<file path="src/rtl/dom_pkg.sv">
// dom_pkg: field constants and elaboration-time helpers shared by the DOM GF(2^N) multipliers.
package dom_pkg;
    localparam logic [2:0] POLY_GF4  = 3'b111;
    localparam logic [4:0] POLY_GF16 = 5'b10011;

    function automatic int num_pairs(input int shares);
        return shares * (shares - 1) / 2;
    endfunction

    // Lexicographic index of the unordered pair {i,j}, i != j
    function automatic int pair_idx(input int i, input int j, input int shares);
        int lo, hi;
        lo = (i < j) ? i : j;
        hi = (i < j) ? j : i;
        return lo * (2 * shares - lo - 1) / 2 + hi - lo - 1;
    endfunction

    // Horner-style shift-and-add, reducing whenever the degree reaches n
    function automatic logic [3:0] gf2n_mul(input logic [3:0] a, input logic [3:0] b,
                                            input int n, input logic [4:0] poly);
        logic [4:0] acc;
        acc = '0;
        for (int k = 3; k >= 0; k--) begin
            if (k < n) begin
                acc = acc << 1;
                if (acc[n]) acc ^= poly;
                if (b[k]) acc ^= {1'b0, a};
            end
        end
        return acc[3:0];
    endfunction
endpackage

</file>
<file path="src/rtl/gf2n_mul.sv">
// gf2n_mul: combinational polynomial-basis multiply in GF(2^N) modulo POLY.
module gf2n_mul #(
    parameter int         N    = 4,
    parameter logic [N:0] POLY = 5'b10011
) (
    input  logic [N-1:0] a,
    input  logic [N-1:0] b,
    output logic [N-1:0] q
);
    assign q = N'(dom_pkg::gf2n_mul(4'(a), 4'(b), N, 5'(POLY)));
endmodule

</file>
<file path="src/rtl/dom_shared_mul_gf2n.sv">
// dom_shared_mul_gf2n: DOM-masked GF(2^N) multiplier with per-term resharing registers
// and a stallable one-cycle valid pipeline.
module dom_shared_mul_gf2n import dom_pkg::*; #(
    parameter int         N         = 4,
    parameter logic [N:0] POLY      = (N == 2) ? (N+1)'(POLY_GF4) : (N+1)'(POLY_GF16),
    parameter int         SHARES    = 2,
    parameter bit         PIPELINED = 1
) (
    input  logic                              ClkxCI,
    input  logic                              RstxRI,
    input  logic                              EnxSI,
    input  logic                              InValidxSI,
    input  logic [N*SHARES-1:0]               _XxDI,
    input  logic [N*SHARES-1:0]               _YxDI,
    input  logic [N*num_pairs(SHARES)-1:0]    _ZxDI,
    output logic [N*SHARES-1:0]               _QxDO,
    output logic                              OutValidxSO
);
    if (!((N == 2 || N == 4) && SHARES >= 2 && SHARES <= 4 && POLY[N])) begin : g_bad
        $error("dom_shared_mul_gf2n: illegal N, SHARES or POLY");
    end

    logic [N-1:0] term [SHARES][SHARES];

    for (genvar i = 0; i < SHARES; i++) begin : g_row
        for (genvar j = 0; j < SHARES; j++) begin : g_col
            logic [N-1:0] prod;
            gf2n_mul #(.N(N), .POLY(POLY)) u_mul (
                .a(_XxDI[i*N +: N]),
                .b(_YxDI[j*N +: N]),
                .q(prod)
            );
            if (i != j) begin : g_cross
                // Masked before its own register so no unmasked cross sum ever exists
                logic [N-1:0] c_q;
                always_ff @(posedge ClkxCI or posedge RstxRI)
                    if (RstxRI) c_q <= '0;
                    else if (EnxSI) c_q <= prod ^ _ZxDI[pair_idx(i, j, SHARES)*N +: N];
                assign term[i][j] = c_q;
            end else if (PIPELINED) begin : g_inner_reg
                logic [N-1:0] i_q;
                always_ff @(posedge ClkxCI or posedge RstxRI)
                    if (RstxRI) i_q <= '0;
                    else if (EnxSI) i_q <= prod;
                assign term[i][j] = i_q;
            end else begin : g_inner_comb
                assign term[i][j] = prod;
            end
        end

        logic [N-1:0] q;
        always_comb begin
            q = '0;
            for (int k = 0; k < SHARES; k++) q ^= term[i][k];
        end
        assign _QxDO[i*N +: N] = q;
    end

    always_ff @(posedge ClkxCI or posedge RstxRI)
        if (RstxRI) OutValidxSO <= 1'b0;
        else if (EnxSI) OutValidxSO <= InValidxSI;
endmodule

</file>
<file path="config.mk">
export PLATFORM = sky130hd
export DESIGN_NAME = dom_shared_mul_gf2n
export DESIGN_NICKNAME = d
export VERILOG_FILES = /design/src/rtl/dom_pkg.sv /design/src/rtl/gf2n_mul.sv /design/src/rtl/dom_shared_mul_gf2n.sv
export SDC_FILE = /design/constraint.sdc
export NUM_CORES = 1
export LEC_CHECK = 0
export BUFFER_PORTS_ARGS = -buffer_cell sky130_fd_sc_hd__buf_2
export CAP_MARGIN = 20
export CORE_MARGIN = 10
export CORE_UTILIZATION = 42
export CTS_CLUSTER_DIAMETER = 40
export DETAILED_ROUTE_END_ITERATION = 6
export PLACE_DENSITY_LB_ADDON = 0.2
export SLEW_MARGIN = 20
export SYNTH_ARGS = -nofsm -noshare
export SYNTH_HDL_FRONTEND = slang
export SYNTH_SLANG_ARGS = --single-unit
</file>
<file path="constraint.sdc">
create_clock -name ClkxCI -period 2.15 [get_ports ClkxCI]
set_clock_uncertainty 0.15 [all_clocks]
set_input_delay 0.43 -clock ClkxCI [delete_from_list [all_inputs] [get_ports ClkxCI]]
set_output_delay 0.43 -clock ClkxCI [all_outputs]
set_load 0.02 [all_outputs]
</file>
==> impl_metrics.toml <==
[route]
drt_iter0_drc = 80
routed_wl_mm = 3.67
routed_via_density = 4.81
drc = 0
vias = 1184
ant_nets = 0
wire_per_inst_um = 14.9
dr.pass1.iters = 4

[timing]
drv_slew = 0
hold_slack_ns = 0.103
setup_slack_ns = 0.358
setup-tns-final_ns = 0
rsz0062_at_grt = "no"
fmax_mhz = 558
finalSetupViolations = 0
period_share = 0.834
maxSlewHeadroom = 0.590
fin_crit_ns = 1.79
tightest_slew_ns = 0.615
hold_viol_final = 0

[global_route]
grt_pass1_vias = 1316
grt_max_degree = 21
overflow = 0
antenna_found_initial = 0
grt_pass1_wl_mm = 6.29
track_usage = 0.106

[synthesis]
synth_edf_count = 0
yosysWarnings = 0
yosys.area.top_type = "dfrtp_1"
synth_cells = 176
seq_area_frac_synth = 0.246
synthTopCellsByArea = "dfrtp_1 25%, xnor3_1 22%, nand2_1 14%, xor2_1 9.1%, xnor2_1 8.1%"
ys_seq_elements = 17
synth_commonest_cells = "63 x nand2_1, 18 x xor2_1, 17 x dfrtp_1, 17 x xnor3_1, 16 x xnor2_1"
yosysUniqueCellTypes = 18
syn-num-nets = 200
syn_avg_cell_area_um2 = 9.81
syn_area_um2 = 1730
synth_top_flop_cell = "dfrtp_1"
yosysMostFrequentCell = "nand2_1"
netlist.area_leader.share = 0.246
ys_async_sr_fraction = 1.00

[setup_path]
crit_path_start_kind = "input pin"
reg2reg_slack_ns = 1.22
cp.required_ns = 2.13
critPathMaxFanout = 8
path_class = "input pin to flip-flop"
crit_arrival_ns = 1.77
setup.worst_path.end_class = "flip-flop"

[flow_run]
drv_cap = 0

[placement]
gp_congestion = 0.878
dp_cells = 242
io_buffers = 32
hpwl_mm = 2.98
post-place-ws_ns = 0.0858

[clock_network]
clk_latency_ns = 0.24
cts-resized-gates = 0
cts_tree = "done"
cts_hold_buf = 0
clock_sinks = 17
clkTransAtPathRegs_ns = 0.07
cts_inserted_buffers = 3
post-cts-setup-buffer-count = 0
clockRootBuffer = "clkbuf_8"
ctsLongestPathBuffers = 2
htreeDepth = 1

[pwr]
finalPower_w = 0.00149
power_density_nw_per_um2 = 784
p_leak_nw = 1.04
vdd_drop_max_mv = 0.602

[die]
num_io_pins = 33
die_height_um = 84.1
row_count = 23
dieArea_um2 = 7080
die_w_um = 84.1
core-area_um2 = 4000
start_util = 0.432

[cells_and_area]
area_delta_synth_final_pct = 10.2
insertedDiodeCount = 0
layout.cells.non_filler = 246
drive_above_1_share = 0.281
fin_nets = 221

[min_path]
hold_path.class = "input pin to async pin"

[run_status]
status = "completed"
## layout make-up
cell class,instances,area (um2)
clock inverters,1,5.00
repair buffers,34,175
clock buffers,3,41.3
well taps,50,62.6
inverters,3,11.3
multi-input cells,138,1180
flip-flops and latches,17,425
fillers,405,2100
## where the power goes
part	switching, W	internal, W
Sequential	0.0000675	0.000422
Clock	0.0000996	0.000128
Combinational	0.000382	0.000391
Total	0.000549	0.000942
## stage by stage
stage	area [um2]	util
after floorplan	1730	-
after global placement	1860	0.464
after detailed placement	1860	0.464
after CTS	1900	0.476
after global routing	1900	0.476
final	1900	0.476
## flip-flops by register name, indices dropped and copies added, names as in the netlist
register	count
OutValidxSO	1
g_row.g_col.g_cross.c_q	8
g_row.g_col.g_inner_reg.i_q	8
## critical path, cell delays in order
cell and delay [ns]:
buf_2 0.17, nand2_1 0.08, xnor3_2 0.42, xnor3_1 0.40
mux2_2 0.27
## cells in the final DEF (no fill, tap or decap)
master    count
clkinv_2      1
mux2i_1       1
dfrtp_1      17
nand2_1      63
a21oi_1       3
mux2_2       12
inv_1         3
buf_2        32
nand2_2       1
mux2_4        1
clkbuf_8      3
xor3_2        1
buf_4         2
nor2_1        3
xnor3_2       2
xnor2_1      16
xor2_1       18
xnor3_1      17
## layer usage
metal  wire, um  track usage
met5          0            0
met4         23       0.0320
met3        247       0.0215
met2       1760        0.179
met1       1630        0.131
## final timing paths
kind | depth (start not counted) | to | from
setup / recovery | 5 | g_row[0].g_col[1].g_cross.c_q[1]$_DFFE_PP0P_ | _XxDI[2]
hold / removal | 2 | g_row[1].g_col[0].g_cross.c_q[3]$_DFFE_PP0P_ | RstxRI
setup reg to reg | 1 | g_row[0].g_col[0].g_inner_reg.i_q[1]$_DFFE_PP0P_ | g_row[0].g_col[0].g_inner_reg.i_q[1]$_DFFE_PP0P_
hold reg to reg | 1 | OutValidxSO$_DFFE_PP0P_ | OutValidxSO$_DFFE_PP0P_
max in group asynchronous | 2 | g_row[0].g_col[1].g_cross.c_q[2]$_DFFE_PP0P_ | RstxRI
min in group ClkxCI | 2 | OutValidxSO$_DFFE_PP0P_ | InValidxSI
## kinds of logic (layout without fill, tap and decap cells)
kind of cell,count (synthesis),count (layout),synth area share
AOI/OAI and AO/OA,3,3,0.00869
xor gates and xnor gates,54,54,0.436
buffers and inverters,21,41,0.0688
DFF,17,17,0.246
muxes,14,14,0.0928
and+or+nand+nor,67,67,0.147
No activity file was read; power rests on OpenSTA's default activity.
